[src/rtl/led_sw_pkg.sv]
// Shared types and select encodings for the LED 2:1 switch arbiter.
package led_sw_pkg;

    typedef enum logic [1:0] {
        IDLE    = 2'b00,
        GRANT_A = 2'b01,
        GRANT_B = 2'b10
    } state_e;

    // Mux select encodings, packed as {sel_a, sel_b}.
    localparam logic [1:0] SEL_A    = 2'b00;
    localparam logic [1:0] SEL_B    = 2'b11;
    localparam logic [1:0] SEL_IDLE = 2'b10;

    // Select pair the mux needs for a given arbiter state.
    function automatic logic [1:0] sel_for(input state_e st);
        logic [1:0] sel;
        sel = SEL_IDLE;
        case (st)
            GRANT_A: sel = SEL_A;
            GRANT_B: sel = SEL_B;
            default: sel = SEL_IDLE;
        endcase
        return sel;
    endfunction

endpackage

[src/rtl/led_switch_arbiter_if.sv]
// Request/data/grant bundle between the LED pattern sources and the arbiter.
interface led_switch_arbiter_if;

    logic req_a;
    logic req_b;
    logic data_a;
    logic data_b;
    logic gnt_a;
    logic gnt_b;
    logic sel_a;
    logic sel_b;
    logic busy;
    logic data_c;

    // Source side: drives requests and pattern bits, observes grants.
    modport master (
        output req_a, req_b, data_a, data_b,
        input  gnt_a, gnt_b, sel_a, sel_b, busy, data_c
    );

    // Arbiter side.
    modport slave (
        input  req_a, req_b, data_a, data_b,
        output gnt_a, gnt_b, sel_a, sel_b, busy, data_c
    );

endinterface

[src/rtl/switch_2to1.sv]
// Existing LED 2:1 mux: {sel_a,sel_b} = 00 picks A, 11 picks B, anything else drives 0.
module switch_2to1
    import led_sw_pkg::*;
(
    input  logic data_a_i,
    input  logic data_b_i,
    input  logic sel_a_i,
    input  logic sel_b_i,
    output logic data_o
);

    // Decode the select pair into the chosen source bit.
    always_comb begin
        data_o = 1'b0;
        case ({sel_a_i, sel_b_i})
            SEL_A:   data_o = data_a_i;
            SEL_B:   data_o = data_b_i;
            default: data_o = 1'b0;
        endcase
    end

endmodule

[src/rtl/led_switch_arbiter.sv]
// Round-robin two-source arbiter with minimum grant hold for the LED select path.
module led_switch_arbiter
    import led_sw_pkg::*;
#(
    parameter int unsigned HOLD_CYCLES = 4,
    parameter int unsigned CNT_W       = 8
) (
    input logic                  clk,
    input logic                  rst_n,
    led_switch_arbiter_if.slave  bus
);

    localparam logic [CNT_W-1:0] HoldLast = CNT_W'(HOLD_CYCLES - 1);

    state_e           state_q, state_d;
    logic [CNT_W-1:0] cnt_q, cnt_d;
    logic             last_b_q, last_b_d;   // 1: B was granted most recently
    logic             expire;

    logic gnt_a_q, gnt_b_q, busy_q, sel_a_q, sel_b_q, data_c_q;
    logic mux_out;

    assign expire = (cnt_q == HoldLast);

    // Next-state, hold counter and round-robin pointer.
    always_comb begin
        state_d  = state_q;
        cnt_d    = cnt_q;
        last_b_d = last_b_q;
        case (state_q)
            IDLE: begin
                cnt_d = '0;
                if (bus.req_a && (!bus.req_b || last_b_q)) begin
                    state_d = GRANT_A;
                end else if (bus.req_b) begin
                    state_d = GRANT_B;
                end
            end
            GRANT_A: begin
                if (!expire) begin
                    cnt_d = cnt_q + 1'b1;
                end else begin
                    // Other side wins at expiry; owner re-enters only if B is quiet.
                    cnt_d = '0;
                    if (bus.req_b) begin
                        state_d = GRANT_B;
                    end else if (bus.req_a) begin
                        state_d = GRANT_A;
                    end else begin
                        state_d = IDLE;
                    end
                end
            end
            GRANT_B: begin
                if (!expire) begin
                    cnt_d = cnt_q + 1'b1;
                end else begin
                    cnt_d = '0;
                    if (bus.req_a) begin
                        state_d = GRANT_A;
                    end else if (bus.req_b) begin
                        state_d = GRANT_B;
                    end else begin
                        state_d = IDLE;
                    end
                end
            end
            default: begin
                state_d = IDLE;
                cnt_d   = '0;
            end
        endcase
        if (state_d != state_q || (state_q != IDLE && expire)) begin
            if (state_d == GRANT_A) begin
                last_b_d = 1'b0;
            end else if (state_d == GRANT_B) begin
                last_b_d = 1'b1;
            end
        end
    end

    // State, counter and pointer registers.
    always_ff @(posedge clk or negedge rst_n) begin
        if (!rst_n) begin
            state_q  <= IDLE;
            cnt_q    <= '0;
            last_b_q <= 1'b1;
        end else begin
            state_q  <= state_d;
            cnt_q    <= cnt_d;
            last_b_q <= last_b_d;
        end
    end

    // Datapath mux steered by the registered select pair.
    switch_2to1 u_mux (
        .data_a_i (bus.data_a),
        .data_b_i (bus.data_b),
        .sel_a_i  (sel_a_q),
        .sel_b_i  (sel_b_q),
        .data_o   (mux_out)
    );

    // Registered output decode of the state plus the LED output flop.
    always_ff @(posedge clk or negedge rst_n) begin
        if (!rst_n) begin
            gnt_a_q  <= 1'b0;
            gnt_b_q  <= 1'b0;
            busy_q   <= 1'b0;
            sel_a_q  <= SEL_IDLE[1];
            sel_b_q  <= SEL_IDLE[0];
            data_c_q <= 1'b0;
        end else begin
            gnt_a_q            <= (state_q == GRANT_A);
            gnt_b_q            <= (state_q == GRANT_B);
            busy_q             <= (state_q == GRANT_A) || (state_q == GRANT_B);
            {sel_a_q, sel_b_q} <= sel_for(state_q);
            data_c_q           <= mux_out;
        end
    end

    assign bus.gnt_a  = gnt_a_q;
    assign bus.gnt_b  = gnt_b_q;
    assign bus.busy   = busy_q;
    assign bus.sel_a  = sel_a_q;
    assign bus.sel_b  = sel_b_q;
    assign bus.data_c = data_c_q;

endmodule

[src/flat_wrapper.sv]
// flat-port wrapper written by rule: the top's interface ports become plain ports
module led_switch_arbiter_flat import led_sw_pkg::*;
#(
    parameter int unsigned HOLD_CYCLES = 4,
    parameter int unsigned CNT_W       = 8
)
  (clk, rst_n, bus_req_a, bus_req_b, bus_data_a, bus_data_b, bus_gnt_a, bus_gnt_b, bus_sel_a, bus_sel_b, bus_busy, bus_data_c);
  led_switch_arbiter_if bus_i ();
  input logic clk;
  input logic rst_n;
  input wire logic [$bits(bus_i.req_a)-1:0] bus_req_a;
  input wire logic [$bits(bus_i.req_b)-1:0] bus_req_b;
  input wire logic [$bits(bus_i.data_a)-1:0] bus_data_a;
  input wire logic [$bits(bus_i.data_b)-1:0] bus_data_b;
  output wire logic [$bits(bus_i.gnt_a)-1:0] bus_gnt_a;
  output wire logic [$bits(bus_i.gnt_b)-1:0] bus_gnt_b;
  output wire logic [$bits(bus_i.sel_a)-1:0] bus_sel_a;
  output wire logic [$bits(bus_i.sel_b)-1:0] bus_sel_b;
  output wire logic [$bits(bus_i.busy)-1:0] bus_busy;
  output wire logic [$bits(bus_i.data_c)-1:0] bus_data_c;
  assign bus_i.req_a = bus_req_a;
  assign bus_i.req_b = bus_req_b;
  assign bus_i.data_a = bus_data_a;
  assign bus_i.data_b = bus_data_b;
  assign bus_gnt_a = bus_i.gnt_a;
  assign bus_gnt_b = bus_i.gnt_b;
  assign bus_sel_a = bus_i.sel_a;
  assign bus_sel_b = bus_i.sel_b;
  assign bus_busy = bus_i.busy;
  assign bus_data_c = bus_i.data_c;
  led_switch_arbiter #(.HOLD_CYCLES(HOLD_CYCLES), .CNT_W(CNT_W)) u_core (.clk(clk), .rst_n(rst_n), .bus(bus_i));
endmodule
[config.mk]
export PLATFORM = sky130hd
export DESIGN_NAME = led_switch_arbiter_flat
export DESIGN_NICKNAME = d
export VERILOG_FILES = /design/src/rtl/led_sw_pkg.sv /design/src/rtl/led_switch_arbiter_if.sv /design/src/rtl/switch_2to1.sv /design/src/rtl/led_switch_arbiter.sv /design/src/flat_wrapper.sv
export SDC_FILE = /design/constraint.sdc
export NUM_CORES = 1
export LEC_CHECK = 0
export ABC_AREA = 1
export CELL_PAD_IN_SITES_DETAIL_PLACEMENT = 0
export CELL_PAD_IN_SITES_GLOBAL_PLACEMENT = 1
export CORE_MARGIN = 5
export CORE_UTILIZATION = 42
export CTS_CLUSTER_DIAMETER = 80
export DETAILED_ROUTE_END_ITERATION = 7
export GPL_TIMING_DRIVEN = 0
export PLACE_DENSITY = 0.87
export SLEW_MARGIN = 20
export SYNTH_ARGS = -nofsm -noshare
export SYNTH_HDL_FRONTEND = slang
export SYNTH_SLANG_ARGS = --single-unit
[constraint.sdc]
create_clock -name clk -period 5.28 [get_ports clk]
set_clock_uncertainty 0.1 [all_clocks]
set_input_delay 1.056 -clock clk [delete_from_list [all_inputs] [get_ports clk]]
set_output_delay 1.056 -clock clk [all_outputs]
set_load 0.005 [all_outputs]
== Yosys cells after proc, flatten, opt, wreduce, memory -nomap -nowiden ==
Index checks and enable logic that the tools add are counted.

* Register bits after elaboration: 17
* Output and inout bits: 6
* Logic and storage cells: 44

* Add/sub/neg operators: 1
* Equal/unequal tests: 7
* Mux-type cells: 15
* Reduce and logical (&&, ||, !) cells: 12

{| class="wikitable"
|+ Operators with widths
! cell !! count
|-
| 2-to-1 mux 8 bit || 2
|-
| 2-to-1 mux 2 bit || 7
|-
| adder 8 x 1 -> 8 bit (second input constant) || 1
|-
| == test 8 x 2 -> 1 bit (second input constant) || 1
|-
| == test 2 bit (second input constant) || 3
|-
| one-hot mux 2 bit (3 select lines) || 1
|-
| == test 2 x 1 -> 1 bit (second input constant) || 2
|-
| logical NOT 2 bit || 2
|-
| one-hot mux 2 bit (2 select lines) || 1
|-
| nonzero test 2 bit || 2
|-
| logical OR 1 bit || 3
|-
| 2-to-1 mux 1 bit || 3
|-
| logical AND 1 bit || 2
|-
| != test 2 bit || 1
|-
| one-hot mux 1 bit (2 select lines) || 1
|-
| AND reduction 2 bit || 1
|-
| OR reduction 2 bit || 1
|-
| logical NOT 1 bit || 1
|}

== Depth between registers and ports, before layout ==
* Depth after elaboration: 8
* Gate-level depth with buffers: 15
* Gate-level depth less buffers: 15

== Cells and area by module ==
A second synthesis with hierarchy kept.

* Cell total of the unflattened synthesis: 115
* Area total of the unflattened synthesis: 1006.0 um^2

{| class="wikitable"
|+ Modules (own cells, without submodules)
! module !! times used !! cells each !! area each (um^2)
|-
| led_switch_arbiter || 1 || 108 || 957.2
|-
| switch_2to1 || 1 || 7 || 48.8
|}

== Least setup slack after synthesis ==
No wires, ideal clock.

* Path kind: input port to flip-flop
* Start: input port bus_req_b
* End: register u_core.last_b_q
* Setup time: 0.076 ns
* Arrival time: 1.989 ns
* Data required time: 5.104 ns
* Setup slack: 3.116 ns
* Stages: 12
* Cell sequence: inv_1 > o21ai_0 > nand3_1 > nand3_1 > nand2_1 > nand2_2 > inv_2 > ha_1 > inv_1 > nand2_1 > nand2_1 > nand2_1

* Longest elaborated chain between the ends: 8

{| class="wikitable"
|+ RTL lines
! element !! line !! RTL
|-
| from (decl) || flat_wrapper.sv:12 || <nowiki>input wire logic [$bits(bus_i.req_b)-1:0] bus_req_b;</nowiki>
|-
| logical NOT 1 bit || led_switch_arbiter.sv:33 || <nowiki>if (bus.req_a && (!bus.req_b || last_b_q)) begin</nowiki>
|-
| logical OR 1 bit || led_switch_arbiter.sv:33 ||
|-
| logical AND 1 bit || led_switch_arbiter.sv:33 ||
|-
| 2-to-1 mux 2 bit || led_switch_arbiter.sv:33 ||
|-
| one-hot mux 2 bit (3 select lines) * || led_switch_arbiter.sv:30 || <nowiki>case (state_q)</nowiki>
|-
| via u_core.state_d[0] || led_switch_arbiter.sv:15 || <nowiki>state_e state_q, state_d;</nowiki>
|-
| == test 2 bit (tied with other cells) || led_switch_arbiter.sv:76 || <nowiki>end else if (state_d == GRANT_B) begin</nowiki>
|-
| nonzero test 2 bit (no source line) or logical OR 1 bit (tied branches) || n/a ||
|-
| AND reduction 2 bit (no source line) || n/a ||
|-
| to (signal assigned) || led_switch_arbiter.sv:91 || <nowiki>last_b_q <= last_b_d;</nowiki>
|-
| to (decl) || led_switch_arbiter.sv:17 || <nowiki>logic last_b_q, last_b_d;</nowiki>
|}

Mark *: on every way through the listed nets, which the timed path passes. The rest lies on a longest branch.
A chain may end at the register's enable or synchronous reset.

== Final worst setup path ==
Same ends and word-level chain as after synthesis.

==> metrics.txt <==
CTS tree built; setup tns final 0 ns; Final Instance Area 0.00112 mm2; # resized after CTS 0; # rows 17; final worst-path cycle share 0.481; maximum clock path buffer count 2; Worst Slack Setup Final 2.74 ns; nets@finish 148; Die Ht 57.6 um; EDFF count, synth 0; syn_area_per_cell 8.15 um2; Max Transition Viols Final 0; Max Clock Freq 0.394 GHz; ranking of synthesized cells by area dfrtp_1, ha_1, nand2_1; Slowest cell on crit path clkdlybuf4s50_1; asr flop ratio synth 1.00; Reg clk slew, reported paths 0.09 ns; DRT iter0 DRCs 11; Pleak 0.574 nW; Hold WC Path Type reg -> reg; Antenna Nets Post-Route 0; worst skew pair latency 0.28 ns; Peak VDD IR 0.000249 V; status finished clean; worst slew pin tran 0.703 ns; post-synth top area share 0.367; hold buffers post-CTS 0; TritonCTS Sinks 16; max-cap violation count 0; Synth area leader dfrtp_1; count leader, synth nand2_1; GR Util All Layers 0.111; CP max stage delay 0.51 ns; syn_nets 132; Reg-to-Reg Start u_core.state_q[0]; DP HPWL 1360 um; share of cells above drive strength 1 0.168; top_reg_cell synth dfrtp_1; RSZ-0062 raised after global routing false; Power Density 443 mW/mm2; CP top delay family buffers and inverters; Initial Utilization 0.435; CP required 5.40 ns; crit-path cells clkdlybuf4s50_1 -> inv_1 -> o21ai_0 -> nand3_1 -> nand3_1 -> nand2_1 -> nand2_2 -> inv_2 -> ha_1 -> inv_1 -> nand2_1 -> nand2_1 -> nand2_1; Vias 725; Num CTS Buffers 3; GR Overflow Total 0; Startpoint Class primary input; crit end category flip-flop; Diodes inserted 0; worst-path fanout max 4; Synth-to-Final Area Change 17.6%; PnR Total Power 496 uW; first-pass GRT wire length 2810 um; Setup Fix Bufs, Post-CTS 0; # port buffers 11; Placer Congestion 0.785; synthesized area 953 um2; most frequent cells after synthesis nand2_1, inv_1, dfrtp_1, nor2_1, ha_1; relative max-transition margin 0.530; Yosys reg bits 16; DR vias/cell 4.56; vias in the first global route 686; H-tree Lvls 1; initial antenna violation count 0; Clock Tree Root clkbuf_4; final core utilization 0.512; cells after synthesis 117; DR WL/cell 10.5 um; WS Path Type in -> reg; Tmin final 2.54 ns; io pins 12; hold wc startpoint u_core.cnt_q[0]; Die ar. 0.00332 mm2; CP dominant cell by count nand2_1; dpl ws 2.44 ns; Fin. Hold Viols 0; DR DRC count 0; CP startpoint bus_req_b; Synth warnings 0; count of different cell masters after synthesis 23; Core Region 0.00219 mm2; final wirelength 1680 um; DP Area 0.00110 mm2; largest net degree at the start of global routing 17; Die W 57.6 um; DRT Pass-1 Iters 4; final setup fails 0; Buf/Inv on CP 4; Arr. time, crit path 2.66 ns; FILL cells 219; Seq/Total Area, Yosys 0.423
## power by group
part / switching (mW) / leakage [nW] / internal (mW)
Clock: 0.0366 / 0.0138 / 0.0265
Sequential: 0.0247 / 0.209 / 0.162
Combinational: 0.136 / 0.352 / 0.110
## area by class of cell
type	instances	area, um2	area share
clock buffers	3	22.5	0.0201
repair buffers	11	110	0.0982
well taps	28	35.0	0.0312
flip-flops and latches	16	403	0.359
plain buffers	1	7.51	0.00670
multi-input cells	78	460	0.411
inverters	22	82.6	0.0737
## worst reg2reg max path: cells and delay by family, from the launching register on
| kind | cells | cell delay (ns) |
|---|---|---|
| AND/OR/NAND/NOR | 7 | 0.67 |
| adder cells (fa/ha/maj) | 2 | 0.52 |
| flip-flops | 1 | 0.45 |
| buffers and inverters | 3 | 0.25 |
## state kept, by name, indices dropped and copies added, names as in the netlist
name	cells
u_core.cnt_q	8
u_core.state_q	2
u_core.last_b_q	1
u_core.bus.data_c	1
u_core.bus.gnt_b	1
u_core.bus.sel_a	1
u_core.bus.busy	1
u_core.bus.gnt_a	1
## per-layer routing
| layer | GRT usage | part of all wire | vias to the layer above |
|---|---|---|---|
| li1 | - | - | 387 |
| met1 | 0.125 | 0.46 | 325 |
| met2 | 0.198 | 0.49 | 11 |
| met3 | 0.0290 | 0.046 | 2 |
| met4 | 0.0397 | 0.0072 | 0 |
| met5 | 0 | 0 | - |
## cells by family after synthesis
logic type               share of synthesized area
AND/OR/NAND/NOR                              0.302
buffers and inverters                       0.0945
flip-flops                                   0.423
adder cells (fa/ha/maj)                      0.118
AO/OA/AOI/OAI                               0.0446
XOR/XNOR                                    0.0184
## metrics by stage
step           cells  hold WS [ns]
6_report         159         0.363
5_1_grt          159         0.383
4_1_cts          159         0.370
3_5_place_dp     156         0.357
3_3_place_gp     156         0.344
2_1_floorplan    117         0.333
## worst paths after layout
path                                    end  slack, ns  depth (start not counted)
setup / recovery            u_core.last_b_q       2.74                         13
hold / removal              u_core.cnt_q[0]       0.36                          1
setup reg to reg            u_core.last_b_q       3.24                         12
hold reg to reg             u_core.cnt_q[0]       0.36                          1
max in group asynchronous  u_core.bus.gnt_a       3.55                          1
min in group asynchronous   u_core.cnt_q[5]       1.09                          1
## layout by cell type (no fill, tap or decap)
| cell | n |
|---|---|
| a21oi_1 | 4 |
| buf_4 | 1 |
| clkbuf_4 | 3 |
| clkdlybuf4s50_1 | 11 |
| dfrtp_1 | 14 |
| dfstp_2 | 2 |
| ha_1 | 9 |
| inv_1 | 17 |
| inv_2 | 5 |
| nand2_1 | 27 |
| nand2_2 | 5 |
| nand3_1 | 6 |
| nand3_2 | 2 |
| nand3b_1 | 1 |
| nor2_1 | 11 |
| nor2_4 | 2 |
| nor3_1 | 2 |
| nor3_2 | 1 |
| nor3b_1 | 1 |
| o211ai_1 | 1 |
| o21ai_0 | 2 |
| o21ai_1 | 1 |
| or2_2 | 1 |
| xnor2_1 | 1 |
| xor2_1 | 1 |
No activity file was read; power rests on OpenSTA's default activity.
